<file path="config.mk">
export PLATFORM = sky130hd
export DESIGN_NAME = bus_mem_slave_flat
export DESIGN_NICKNAME = d
export VERILOG_FILES = /design/src/rtl/bus_pkg.sv /design/src/rtl/bus_mem_slave_if.sv /design/src/rtl/bus_mem_slave_ram.sv /design/src/rtl/bus_mem_slave.sv /design/src/flat_wrapper.sv
export SDC_FILE = /design/constraint.sdc
export NUM_CORES = 1
export LEC_CHECK = 0
export ABC_AREA = 1
export CAP_MARGIN = 20
export CELL_PAD_IN_SITES_DETAIL_PLACEMENT = 1
export CELL_PAD_IN_SITES_GLOBAL_PLACEMENT = 1
export CORE_MARGIN = 1
export CORE_UTILIZATION = 40
export CTS_CLUSTER_DIAMETER = 40
export DETAILED_ROUTE_END_ITERATION = 12
export PLACE_DENSITY = 0.65
export SYNTH_ARGS = -nofsm -noshare
export SYNTH_HDL_FRONTEND = slang
export SYNTH_SLANG_ARGS = --single-unit
</file>
<file path="constraint.sdc">
create_clock -name clk -period 9.2 [get_ports clk]
set_clock_uncertainty 0.15 [all_clocks]
set_input_delay 1.84 -clock clk [delete_from_list [all_inputs] [get_ports clk]]
set_output_delay 1.84 -clock clk [all_outputs]
set_load 0.005 [all_outputs]
</file>
<file path="src/rtl/bus_pkg.sv">
// bus_pkg: shared bus state encoding, ctrl field positions and burst-length rule
package bus_pkg;
  typedef enum logic [1:0] {ST_IDLE, ST_WAIT, ST_WRITE, ST_READ} state_t;
  localparam int CTRL_WAIT = 0;
  localparam int CTRL_WE = 1;
  localparam int CTRL_BURST_LO = 2;
  localparam int CTRL_BURST_HI = 4;
  function automatic logic [3:0] burst_len(input logic [2:0] code);
    return {1'b0, code} + 4'd1;
  endfunction
endpackage

</file>
<file path="src/rtl/bus_mem_slave_if.sv">
// bus_mem_slave_if: request/ack bus bundle
// master drives addr_strobe/bus_in/ctrl_in; slave drives bus_out/bus_drive/ctrl_out/ready_out
interface bus_mem_slave_if #(
  parameter int BUS_WIDTH = 32,
  parameter int CTRL_WIDTH = 8
);
  logic addr_strobe;
  logic [BUS_WIDTH-1:0] bus_in;
  logic [CTRL_WIDTH-1:0] ctrl_in;
  logic [BUS_WIDTH-1:0] bus_out;
  logic bus_drive;
  logic [CTRL_WIDTH-1:0] ctrl_out;
  logic ready_out;
  modport master(output addr_strobe, bus_in, ctrl_in, input bus_out, bus_drive, ctrl_out, ready_out);
  modport slave(input addr_strobe, bus_in, ctrl_in, output bus_out, bus_drive, ctrl_out, ready_out);
endinterface

</file>
<file path="src/rtl/bus_mem_slave_ram.sv">
// bus_slave_ram: word RAM, synchronous write, asynchronous read, no reset
// ports: clk, we_i, addr_i, wdata_i -> rdata_o
module bus_slave_ram #(
  parameter int WIDTH = 32,
  parameter int AW = 4
) (
  input  logic             clk,
  input  logic             we_i,
  input  logic [AW-1:0]    addr_i,
  input  logic [WIDTH-1:0] wdata_i,
  output logic [WIDTH-1:0] rdata_o
);
  logic [WIDTH-1:0] mem_q [2**AW];
  always_ff @(posedge clk)
    if (we_i) mem_q[addr_i] <= wdata_i;
  assign rdata_o = mem_q[addr_i];
endmodule

</file>
<file path="src/rtl/bus_mem_slave.sv">
// bus_mem_slave: memory-backed bus responder with programmable wait cycles and bursts
// ports: clk, rst_n (async active-low), bus (slave modport of bus_mem_slave_if)
module bus_mem_slave
  import bus_pkg::*;
#(
  parameter int BUS_WIDTH = 32,
  parameter int CTRL_WIDTH = 8,
  parameter int DEPTH_LOG2 = 4,
  parameter int WAIT_CYCLES = 2
) (
  input logic clk,
  input logic rst_n,
  bus_mem_slave_if.slave bus
);
  state_t state_q, state_d;
  logic [DEPTH_LOG2-1:0] base_q, base_d, addr;
  logic we_q, we_d;
  logic [3:0] len_q, len_d;
  logic [3:0] wait_cnt_q, wait_cnt_d;
  logic [3:0] beat_cnt_q, beat_cnt_d;
  logic wait_on;
  logic [BUS_WIDTH-1:0] rdata;
  logic unused_bits;
  assign unused_bits = ^{bus.bus_in[BUS_WIDTH-1:DEPTH_LOG2], bus.ctrl_in[CTRL_WIDTH-1:CTRL_BURST_HI+1],
                         bus.ctrl_in[CTRL_WAIT]};
  // burst address wraps naturally through the truncated add
  assign addr = base_q + DEPTH_LOG2'(beat_cnt_q);
  assign wait_on = state_q == ST_WAIT && wait_cnt_q < 4'(WAIT_CYCLES);
  bus_slave_ram #(.WIDTH(BUS_WIDTH), .AW(DEPTH_LOG2)) u_ram (
    .clk(clk),
    .we_i(state_q == ST_WRITE),
    .addr_i(addr),
    .wdata_i(bus.bus_in),
    .rdata_o(rdata)
  );
  always_ff @(posedge clk or negedge rst_n)
    if (!rst_n) begin
      state_q <= ST_IDLE;
      base_q <= '0;
      we_q <= 1'b0;
      len_q <= '0;
      wait_cnt_q <= '0;
      beat_cnt_q <= '0;
    end else begin
      state_q <= state_d;
      base_q <= base_d;
      we_q <= we_d;
      len_q <= len_d;
      wait_cnt_q <= wait_cnt_d;
      beat_cnt_q <= beat_cnt_d;
    end
  always_comb begin
    state_d = state_q;
    base_d = base_q;
    we_d = we_q;
    len_d = len_q;
    wait_cnt_d = wait_cnt_q;
    beat_cnt_d = beat_cnt_q;
    case (state_q)
      ST_IDLE:
        if (bus.addr_strobe) begin
          base_d = bus.bus_in[DEPTH_LOG2-1:0];
          we_d = bus.ctrl_in[CTRL_WE];
          len_d = burst_len(bus.ctrl_in[CTRL_BURST_HI:CTRL_BURST_LO]);
          wait_cnt_d = '0;
          beat_cnt_d = '0;
          state_d = ST_WAIT;
        end
      ST_WAIT:
        if (wait_cnt_q == 4'(WAIT_CYCLES)) state_d = we_q ? ST_WRITE : ST_READ;
        else wait_cnt_d = wait_cnt_q + 4'd1;
      default: begin
        beat_cnt_d = beat_cnt_q + 4'd1;
        if (beat_cnt_q == len_q - 4'd1) state_d = ST_IDLE;
      end
    endcase
  end
  always_comb begin
    bus.ctrl_out = '0;
    bus.ctrl_out[CTRL_WAIT] = wait_on;
  end
  assign bus.bus_drive = state_q == ST_READ;
  assign bus.bus_out = state_q == ST_READ ? rdata : '0;
  assign bus.ready_out = state_q == ST_IDLE;
endmodule

</file>
<file path="src/flat_wrapper.sv">
// flat-port wrapper written by rule: the top's interface ports become plain ports
module bus_mem_slave_flat import bus_pkg::*;
#(
  parameter int BUS_WIDTH = 32,
  parameter int CTRL_WIDTH = 8,
  parameter int DEPTH_LOG2 = 4,
  parameter int WAIT_CYCLES = 2
)
  (clk, rst_n, bus_addr_strobe, bus_bus_in, bus_ctrl_in, bus_bus_out, bus_bus_drive, bus_ctrl_out, bus_ready_out);
  bus_mem_slave_if #(.BUS_WIDTH(BUS_WIDTH), .CTRL_WIDTH(CTRL_WIDTH)) bus_i ();
  input logic clk;
  input logic rst_n;
  input wire logic [$bits(bus_i.addr_strobe)-1:0] bus_addr_strobe;
  input wire logic [$bits(bus_i.bus_in)-1:0] bus_bus_in;
  input wire logic [$bits(bus_i.ctrl_in)-1:0] bus_ctrl_in;
  output wire logic [$bits(bus_i.bus_out)-1:0] bus_bus_out;
  output wire logic [$bits(bus_i.bus_drive)-1:0] bus_bus_drive;
  output wire logic [$bits(bus_i.ctrl_out)-1:0] bus_ctrl_out;
  output wire logic [$bits(bus_i.ready_out)-1:0] bus_ready_out;
  assign bus_i.addr_strobe = bus_addr_strobe;
  assign bus_i.bus_in = bus_bus_in;
  assign bus_i.ctrl_in = bus_ctrl_in;
  assign bus_bus_out = bus_i.bus_out;
  assign bus_bus_drive = bus_i.bus_drive;
  assign bus_ctrl_out = bus_i.ctrl_out;
  assign bus_ready_out = bus_i.ready_out;
  bus_mem_slave #(.BUS_WIDTH(BUS_WIDTH), .CTRL_WIDTH(CTRL_WIDTH), .DEPTH_LOG2(DEPTH_LOG2), .WAIT_CYCLES(WAIT_CYCLES)) u_core (.clk(clk), .rst_n(rst_n), .bus(bus_i));
endmodule
</file>
==> flow_summary.json, run 1 <==
{
  "min_path_type": "flop to flop",
  "comb_power_share_pct": 40.9,
  "cts_tree": "done",
  "fin_crit_ns": 7.19,
  "drt-total-wl_um": 63300,
  "chipWidth_um": 235,
  "vias": 14800,
  "core_mm2": 0.0538,
  "nNetsFinal": 2119,
  "placed_area_mm2": 0.0233,
  "end_kind": "output pin",
  "maxCapViolCount": 0,
  "switchingPower_mw": 4.34,
  "slew_violations": 0,
  "antennaDiodeCount": 0,
  "drt_pre_antenna_iters": 4,
  "cts_buffer_depth": 3,
  "ys_types": 33,
  "first_iter_violations": 993,
  "finalCritPeriodShare_pct": 78.1,
  "initial_core_util_pct": 40.5,
  "antenna_found_initial": 0,
  "grt_max_degree": 103,
  "grt.total_usage_pct": 23.3,
  "worst_pin_slew_ns": 0.929,
  "dieHeight_um": 235,
  "grt_pass1_wl_um": 96000,
  "route.detailed.drc": 0,
  "postCtsSetupRepairBufs": 0,
  "relSlewSlack_pct": 37.9,
  "ys_ff_latch": 531,
  "fin_setup_tns_ns": 0,
  "num_rows": 85,
  "crit_required_ns": 7.21,
  "clock_power_share_pct": 31.6,
  "die-area_mm2": 0.0554,
  "grt_setup_unrepaired": "false",
  "status": "complete, no violations",
  "p_sw_share_pct": 41.7,
  "layout_setup_ws_ns": 2.01,
  "synth_top_cell_area_share_pct": 70.5,
  "yosys_warnings": 0,
  "synth_area_leader_cell": "edfxtp_1",
  "p_leak_nw": 9.91,
  "start_kind": "flop",
  "share_seq_of_total_power_pct": 27.4,
  "syn2layout_area_growth_pct": 20.5,
  "cts_root_buf": "clkbuf_16",
  "finalHoldViolations": 0,
  "first_global_vias": 16000,
  "final_cell_area_mm2": 0.0263,
  "ant_nets": 0,
  "numCtsBuffers": 87,
  "setup_viol": 0,
  "cts_resized": 0,
  "h-tree-depth": 3,
  "seq_area_frac_synth_pct": 72.7,
  "dp_hpwl_um": 33900,
  "cts_sinks": 531,
  "clock.fmax_ghz": 0.139,
  "clkLatencyLatePin_ns": 0.62,
  "yosys-top-cells-area": "edfxtp_1 (71%), nor2_1 (11%), nand2_1 (8.4%)",
  "io_pins": 85,
  "grt_overflow": 0,
  "holdCritStartpoint": "u_core.we_q",
  "io_buffers": 73,
  "routed_via_density": 5.22,
  "post-place-ws_ns": 2.63,
  "fin_util_pct": 48.8,
  "power_density_mw_per_mm2": 396,
  "wire_per_inst_um": 22.4,
  "path_max_fanout": 45,
  "vdd_ir_drop_max_v": 0.000315,
  "syn_area_mm2": 0.0218,
  "synth_cells": 1969,
  "p_int_mw": 6.06,
  "r2r_start": "u_core.beat_cnt_q[0]",
  "cp.arrival_ns": 5.20,
  "ctsHoldBuffers": 0,
  "critical_path.startpoint": "u_core.beat_cnt_q[0]",
  "worst-setup-path-type": "flop to output pin",
  "avgSynthCellArea_um2": 11.1,
  "drive_above_1_share_pct": 9.17,
  "gp_congestion": 0.733,
  "clk_pin_slew_ns": 0.05
}
-- metrics by stage --
step                hold WS, ns  std cells  total power [mW]
finish                    0.336       2833              10.4
global route              0.388       2833              11.1
CTS                       0.336       2833              10.5
detailed placement        0.321       2674              7.18
global placement          0.321       2674              7.08
floorplan                 0.299       1975              5.65
-- layout by cell type (no fill, tap or decap), types with 19 or more instances in the layout --
cell / instances
clkdlybuf4s50_1: 73
nand2_1: 487
nand3_1: 27
clkbuf_16: 87
buf_4: 26
inv_1: 29
edfxtp_1: 512
o21ai_0: 76
nor2_1: 638
dfrtp_1: 19
-- power groups by stage --
| stage | Combinational (mW) | Sequential (mW) | Clock (mW) |
|---|---|---|---|
| 6_report | 4.26 | 2.85 | 3.29 |
| 5_1_grt | 4.78 | 2.86 | 3.44 |
| 2_1_floorplan | 2.77 | 2.88 | 0 |
| 3_3_place_gp | 4.19 | 2.89 | 0 |
| 4_1_cts | 4.32 | 2.85 | 3.33 |
| 3_5_place_dp | 4.28 | 2.90 | 0 |
-- flip-flops by register name (all words and copies together), names as in the netlist --
name	count
u_core.beat_cnt_q	4
u_core.we_q	1
u_core.len_q	4
u_core.u_ram.mem_q	512
u_core.state_q	2
u_core.base_q	4
u_core.wait_cnt_q	4
-- worst paths after layout --
| kind | depth (start not counted) | end | slack, ns |
|---|---|---|---|
| min in group asynchronous | 1 | u_core.base_q[1] | 1.58 |
| max in group asynchronous | 1 | u_core.base_q[0] | 6.75 |
| hold / removal | 2 | u_core.we_q | 0.34 |
| hold reg to reg | 2 | u_core.we_q | 0.34 |
| setup reg to reg | 8 | u_core.u_ram.mem_q[8][18] | 4.39 |
| setup / recovery | 13 | bus_bus_out[19] | 2.01 |
-- synthesized netlist by cell type --
library cell / n
xnor2_1: 4
a22oi_1: 1
clkbuf_1: 21
edfxtp_1: 512
or2_0: 3
conb_1: 1
o21a_1: 1
nor3_1: 1
ha_1: 8
nand3_1: 27
buf_1: 2
o31ai_1: 2
nor2_2: 2
fa_1: 1
buf_4: 15
nor2_1: 654
nand2_2: 2
inv_2: 5
nand2_1: 490
o21ai_0: 76
buf_6: 1
o22ai_1: 1
o22a_1: 16
a21oi_1: 4
clkbuf_2: 1
o211ai_1: 7
nor4_1: 1
xnor2_2: 1
buf_2: 56
dfrtp_1: 19
xor2_1: 1
inv_1: 29
or2_2: 4
-- cell type report --
| cell class | count | area (µm²) |
|---|---|---|
| sequential | 531 | 15900 |
| clock inverter | 62 | 728 |
| timing repair buffer | 99 | 926 |
| tap | 696 | 871 |
| multi-input combinational | 1314 | 5540 |
| fill | 5674 | 27600 |
| clock buffer | 97 | 2210 |
| inverter | 34 | 129 |
-- logic make-up (layout without fill, tap and decap cells) --
kind of cell    after synthesis  count (layout)  synth area share, %
compound gates              108             108                 2.89
xor+xnor                      6               6                0.276
fa+ha+maj                     9               9                0.551
buf+inv                     130             292                 2.86
flops                       531             531                 72.7
other cells                   1               7               0.0172
simple gates               1184            1184                 20.7
-- critical path, stage by stage (launching register included) --
cell             delay [ns]
dfrtp_1                0.48
ha_4                   0.63
clkinv_2               0.68
nand2_4                0.82
buf_4                  0.55
nor2_1                 0.10
nor2_1                 0.14
nand2_1                0.07
nand2_1                0.06
nand2_1                0.07
nand2_1                0.05
nand2_1                0.13
nor2_1                 0.20
clkdlybuf4s50_1        0.53
-- layer usage --
| metal | GRT usage (%) | routed length, µm | vias to the layer above |
|---|---|---|---|
| met4 | 8.62 | 1880 | 0 |
| met2 | 39.4 | 31000 | 335 |
| met3 | 4.00 | 2700 | 120 |
| li1 | - | - | 6773 |
| met5 | 0 | 0 | - |
| met1 | 30.0 | 27700 | 7558 |
(Power assumes the default switching activity.)
==> run 2: changes to the inputs <==
--- a/config.mk
+++ b/config.mk
@@ -13,7 +13,7 @@
 export CORE_UTILIZATION = 40
 export CTS_CLUSTER_DIAMETER = 40
 export DETAILED_ROUTE_END_ITERATION = 12
-export PLACE_DENSITY = 0.65
+export PLACE_DENSITY = 0.67
 export SYNTH_ARGS = -nofsm -noshare
 export SYNTH_HDL_FRONTEND = slang
 export SYNTH_SLANG_ARGS = --single-unit
==> constraint.sdc (replaced) <==
create_clock -name clk -period 6.5 [get_ports clk]
set_clock_uncertainty 0.15 [all_clocks]
set_input_delay 1.3 -clock clk [delete_from_list [all_inputs] [get_ports clk]]
set_output_delay 1.3 -clock clk [all_outputs]
set_load 0.005 [all_outputs]
==> run 2 against run 1 <==
Compared with the run above:
- combinational power rose by 44%
- register-to-register slack worse by 2.6 ns
- setup slack lost 1.4 ns
- global-route usage about the same
- critical path depth decreased by 1
- sequential share of layout area down 0.063 points
- core utilization is 0.051 points higher
- clock power is 37% higher
- routed wire length fell by 0.16%
- count of clock-buffer cells in the layout unchanged
- worst hold slack got worse by 0.0024 ns
- critical path type unchanged
- largest cell class unchanged
- highest routed layer is now met5
==> flow_summary.json, run 2 (synthesized netlist as in run 1, its figures left out) <==
{
  "syn2layout_area_growth_pct": 20.6,
  "cts_tree": "done",
  "holdCritStartpoint": "u_core.we_q",
  "first_global_vias": 15900,
  "num_rows": 85,
  "hold_slack_ns": 0.333,
  "grt.total_usage_pct": 23.3,
  "worst_pin_slew_ns": 1.03,
  "crit_buf_inv": 3,
  "numCtsBuffers": 85,
  "postCtsSetupRepairBufs": 0,
  "finalHoldViolations": 0,
  "largest-register": "u_core.u_ram.mem_q",
  "routed_via_density": 5.18,
  "grt_setup_unrepaired": "false",
  "first_iter_violations": 984,
  "critical_path.cell_chain": "ha_4 > fa_2 > buf_4 > nand2_4 > inv_1 > nand2_1 > nand3_1 > nand2_1 > nand2_1 > nand2_1 > a21oi_1 > clkdlybuf4s50_1",
  "grt_max_degree": 65,
  "drive_above_1_share_pct": 10.1,
  "fin_setup_tns_ns": 0,
  "drt-total-wl_um": 63200,
  "crit_required_ns": 5.05,
  "crit_path_top_delay_cell": "nand2_4",
  "initial_core_util_pct": 40.5,
  "largest_register_ffs": 512,
  "rr_worst_depth": 10,
  "cpPeakStageDelay_ns": 0.65,
  "route.detailed.drc": 0,
  "maxCapViolCount": 0,
  "hold_path_depth": 2,
  "r2r_start": "u_core.beat_cnt_q[2]",
  "fin_util_pct": 48.8,
  "slew_violations": 0,
  "chipWidth_um": 235,
  "path_max_fanout": 64,
  "grt_overflow": 0,
  "drt_pre_antenna_iters": 5,
  "clock.fmax_ghz": 0.169,
  "gp_congestion": 0.748,
  "ctsHoldBuffers": 0,
  "crit_path_frequent_cell": "nand2_1",
  "io_buffers": 73,
  "cp.arrival_ns": 4.45,
  "io_pins": 85,
  "layout_setup_ws_ns": 0.598,
  "vdd_ir_drop_max_v": 0.000488,
  "cts_sinks": 531,
  "final_cell_mix": "nor2_1 (638), edfxtp_1 (512), nand2_1 (487), clkbuf_16 (87), o21ai_0 (76)",
  "post-place-ws_ns": 1.19,
  "p_leak_nw": 9.91,
  "final_common_cell": "nor2_1",
  "core_mm2": 0.0538,
  "power_density_mw_per_mm2": 559,
  "ant_nets": 0,
  "antennaDiodeCount": 0,
  "use_met1_pct": 30.1,
  "dp_hpwl_um": 34800,
  "finalCritPeriodShare_pct": 90.8,
  "grt_pass1_wl_um": 96000,
  "worst-setup-path-type": "flop to output pin",
  "cts_buffer_depth": 3,
  "r2r_slack_ns": 1.79,
  "fin_crit_ns": 5.90,
  "cts_root_buf": "clkbuf_16",
  "relSlewSlack_pct": 31.4,
  "wire_per_inst_um": 22.2,
  "start_kind": "flop",
  "r2r-end": "u_core.u_ram.mem_q[15][19]",
  "min_path_type": "flop to flop",
  "grt.busiest_layer": "met2",
  "min_to": "u_core.we_q",
  "clk_pin_slew_ns": 0.05,
  "end_kind": "output pin",
  "cpLargestDelayFamily": "buffers and inverters",
  "die-area_mm2": 0.0554,
  "nNetsFinal": 2129,
  "met3_usage_pct": 4.27,
  "h-tree-depth": 3,
  "cts_resized": 0,
  "cp.depth": 12,
  "dieHeight_um": 235,
  "status": "complete, no violations",
  "vias": 14700,
  "setup_viol": 0,
  "grt_use_met2_pct": 40.0,
  "antenna_found_initial": 1,
  "clkLatencyLatePin_ns": 0.61
}
[run 2: how the worst max path moves through the flow]
stage / startpoint / to / slack (ns)
2_1_floorplan: u_core.beat_cnt_q[0] / u_core.u_ram.mem_q[10][0] / 2.68
3_3_place_gp: u_core.beat_cnt_q[0] / bus_bus_out[30] / 1.20
5_1_grt: u_core.beat_cnt_q[0] / bus_bus_out[13] / 0.37
3_5_place_dp: u_core.beat_cnt_q[0] / bus_bus_out[30] / 1.19
4_1_cts: u_core.beat_cnt_q[0] / bus_bus_out[30] / 0.53
6_report: u_core.beat_cnt_q[0] / bus_bus_out[30] / 0.60
[run 2: where the power goes]
| part | total, mW | leakage, nW | internal, mW | switching, mW |
|---|---|---|---|---|
| clock network | 4.52 | 1.35 | 2.85 | 1.67 |
| logic | 6.14 | 3.70 | 1.73 | 4.41 |
| registers | 4.03 | 4.85 | 3.95 | 0.0829 |
[run 2: layout make-up]
cell class | instances | area [µm²]
fill | 5698 | 27500
sequential | 531 | 15900
multi-input combinational | 1314 | 5520
clock buffer | 97 | 2230
timing repair buffer | 111 | 1040
tap | 696 | 871
clock inverter | 63 | 638
inverter | 34 | 129
[run 2: per-stage QoR]
stage / instances / power [mW] / instance area (µm²)
detailed placement: 2686 / 10.2 / 23400
global route: 2846 / 15.6 / 26300
CTS: 2846 / 14.8 / 26300
finish: 2846 / 14.7 / 26300
floorplan: 1975 / 8.00 / 21800
global placement: 2686 / 10.1 / 23400
[run 2: per-layer routing]
metal	up-vias	wire, µm
met3	98	3130
li1	6786	-
met4	2	1440
met2	360	31400
met1	7502	27200
met5	-	13
[run 2: worst register-to-register path, stage by stage, from the launching register on]
cell,delay [ns]
dfrtp_1,0.44
ha_1,0.42
a21oi_1,0.23
nand2_1,0.07
nand2_1,0.07
nand2_2,0.49
buf_4,0.48
nor2_2,0.49
inv_1,0.32
nor2_4,0.85
buf_4,0.39
==> run 3: changes to the inputs <==
--- a/config.mk
+++ b/config.mk
@@ -10,10 +10,12 @@
 export CELL_PAD_IN_SITES_DETAIL_PLACEMENT = 1
 export CELL_PAD_IN_SITES_GLOBAL_PLACEMENT = 1
 export CORE_MARGIN = 1
-export CORE_UTILIZATION = 40
+export CORE_UTILIZATION = 25
+export CTS_BUF_LIST = sky130_fd_sc_hd__clkbuf_16
 export CTS_CLUSTER_DIAMETER = 40
 export DETAILED_ROUTE_END_ITERATION = 12
-export PLACE_DENSITY = 0.67
+export GPL_ROUTABILITY_DRIVEN = 0
+export PLACE_DENSITY = 0.46
 export SYNTH_ARGS = -nofsm -noshare
 export SYNTH_HDL_FRONTEND = slang
 export SYNTH_SLANG_ARGS = --single-unit
==> run 3 against run 2 <==
Compared with the run above:
- combinational power rose by 3%
- sequential power barely moved
- setup slack improved by 0.14 ns
- routed wire length rose by 9.9%
- critical path type unchanged
- critical endpoint is now bus_bus_out[13]
==> flow_summary.json, run 3 (synthesized netlist as in run 1, its figures left out) <==
{
  "end_kind": "output pin",
  "route.detailed.drc": 0,
  "largest-register": "u_core.u_ram.mem_q",
  "worst_pin_slew_ns": 1.04,
  "cpPeakStageDelay_ns": 0.57,
  "cts_resized": 0,
  "cp.arrival_ns": 4.31,
  "dp_hpwl_um": 39400,
  "placed_area_mm2": 0.0241,
  "final_cell_area_mm2": 0.0278,
  "chipWidth_um": 297,
  "ctsHoldBuffers": 0,
  "crit_path_top_delay_cell": "clkdlybuf4s50_1",
  "post-place-ws_ns": 1.28,
  "rr_worst_depth": 10,
  "vdd_ir_drop_max_v": 0.000458,
  "io_pins": 85,
  "critical_path.cell_chain": "ha_4 > clkinv_2 > nand2_4 > buf_12 > nor2_1 > nor2_1 > nand2_1 > nand2_1 > nand2_1 > nand2_1 > nand2_1 > nor2_1 > clkdlybuf4s50_1",
  "crit_required_ns": 5.05,
  "slew_violations": 0,
  "routed_via_density": 4.33,
  "clkLatencyLatePin_ns": 0.65,
  "worst-setup-path-type": "flop to output pin",
  "wire_per_inst_um": 20.8,
  "cpLargestDelayFamily": "buffers and inverters",
  "crit_buf_inv": 3,
  "r2r_slack_ns": 2.08,
  "finalPower_mw": 16.0,
  "initial_core_util_pct": 25.4,
  "grt_pass1_wl_um": 104000,
  "layout_setup_ws_ns": 0.742,
  "min_path_type": "flop to flop",
  "r2r-end": "u_core.u_ram.mem_q[10][22]",
  "holdCritStartpoint": "u_core.we_q",
  "largest_register_ffs": 512,
  "maxCapViolCount": 0,
  "drt-total-wl_um": 69500,
  "numCtsBuffers": 106,
  "cts_buffer_depth": 3,
  "num_rows": 107,
  "grt_setup_unrepaired": "false",
  "start_kind": "flop",
  "drive_above_1_share_pct": 11.7,
  "fin_setup_tns_ns": 0,
  "finalHoldViolations": 0,
  "ant_nets": 0,
  "drt_pre_antenna_iters": 5,
  "grt.total_usage_pct": 15.9,
  "cp.depth": 13,
  "cts_root_buf": "clkbuf_16",
  "hold_slack_ns": 0.335,
  "final_common_cell": "nor2_1",
  "h-tree-depth": 3,
  "cts_sinks": 531,
  "grt_max_degree": 61,
  "antennaDiodeCount": 0,
  "status": "complete, no violations",
  "final_cell_mix": "nor2_1 (638), edfxtp_1 (512), nand2_1 (487), clkbuf_16 (107), o21ai_0 (76)",
  "path_max_fanout": 40,
  "fin_crit_ns": 5.76,
  "cts_tree": "done",
  "crit_path_frequent_cell": "nand2_1",
  "power_density_mw_per_mm2": 576,
  "relSlewSlack_pct": 30.6,
  "finalCritPeriodShare_pct": 88.6,
  "syn2layout_area_growth_pct": 27.6,
  "nNetsFinal": 2160,
  "antenna_found_initial": 2,
  "vias": 14500,
  "critical_path.startpoint": "u_core.beat_cnt_q[0]",
  "clk_pin_slew_ns": 0.05,
  "core_mm2": 0.0858,
  "clock.fmax_ghz": 0.174,
  "r2r_start": "u_core.beat_cnt_q[2]",
  "grt_overflow": 0,
  "p_leak_nw": 10.5,
  "die-area_mm2": 0.0884,
  "critPathCapture": "bus_bus_out[13]",
  "io_buffers": 73,
  "fillerInstances": 9326,
  "first_iter_violations": 662,
  "dieHeight_um": 297,
  "setup_viol": 0,
  "postCtsSetupRepairBufs": 0,
  "first_global_vias": 15800
}
run 3: cell types whose count changed in the layout (fill, tap and decap cells not counted), sizes merged:
| cell | delta |
|---|---|
| buf | +10 |
| bufinv | +10 |
| inv | +11 |
| clkinvlp | -9 |
| clkbuf | +10 |
| clkinv | +16 |
run 3: power breakdown:
| group | leakage [nW] | internal [mW] | switching [mW] |
|---|---|---|---|
| Sequential | 4.85 | 3.95 | 0.0819 |
| Clock | 1.85 | 3.76 | 1.91 |
| Combinational | 3.77 | 1.78 | 4.54 |
run 3: worst register-to-register path, delay by kind of cell, from the launching register on:
kind,cells,cell delay [ns]
simple gates,5,1.67
buf+inv,3,1.19
fa+ha+maj,1,0.42
flops,1,0.43
compound gates,1,0.22
run 3: final cells by class:
type | count | area, µm² | area share (%)
Timing Repair Buffer | 121 | 1140 | 4.12
Tap cell | 1144 | 1430 | 5.15
Inverter | 34 | 129 | 0.463
Multi-Input combinational cell | 1314 | 5520 | 19.8
Sequential cell | 531 | 15900 | 57.0
Clock inverter | 91 | 1060 | 3.80
Clock buffer | 107 | 2680 | 9.63
run 3: worst min path at each step:
stage	end	slack (ns)	depth (start not counted)
3_5_place_dp	u_core.base_q[2]	0.33	2
4_1_cts	u_core.base_q[2]	0.34	2
6_report	u_core.we_q	0.33	2
2_1_floorplan	u_core.we_q	0.30	2
5_1_grt	u_core.base_q[2]	0.37	2
3_3_place_gp	u_core.base_q[2]	0.33	2
run 3: stage by stage:
step / util, % / instances
detailed placement: 28.0 / 3143
global route: 32.4 / 3342
floorplan: - / 1975
global placement: 28.0 / 3143
finish: 32.4 / 3342
CTS: 32.4 / 3341
run 3: metal layers:
| layer | vias up | GRT usage (%) | wire length [µm] |
|---|---|---|---|
| met5 | - | 0 | 23 |
| met4 | 4 | 4.41 | 1170 |
| met3 | 95 | 2.61 | 2410 |
| met2 | 220 | 27.3 | 33900 |
| met1 | 7267 | 20.5 | 31900 |
| li1 | 6875 | - | - |
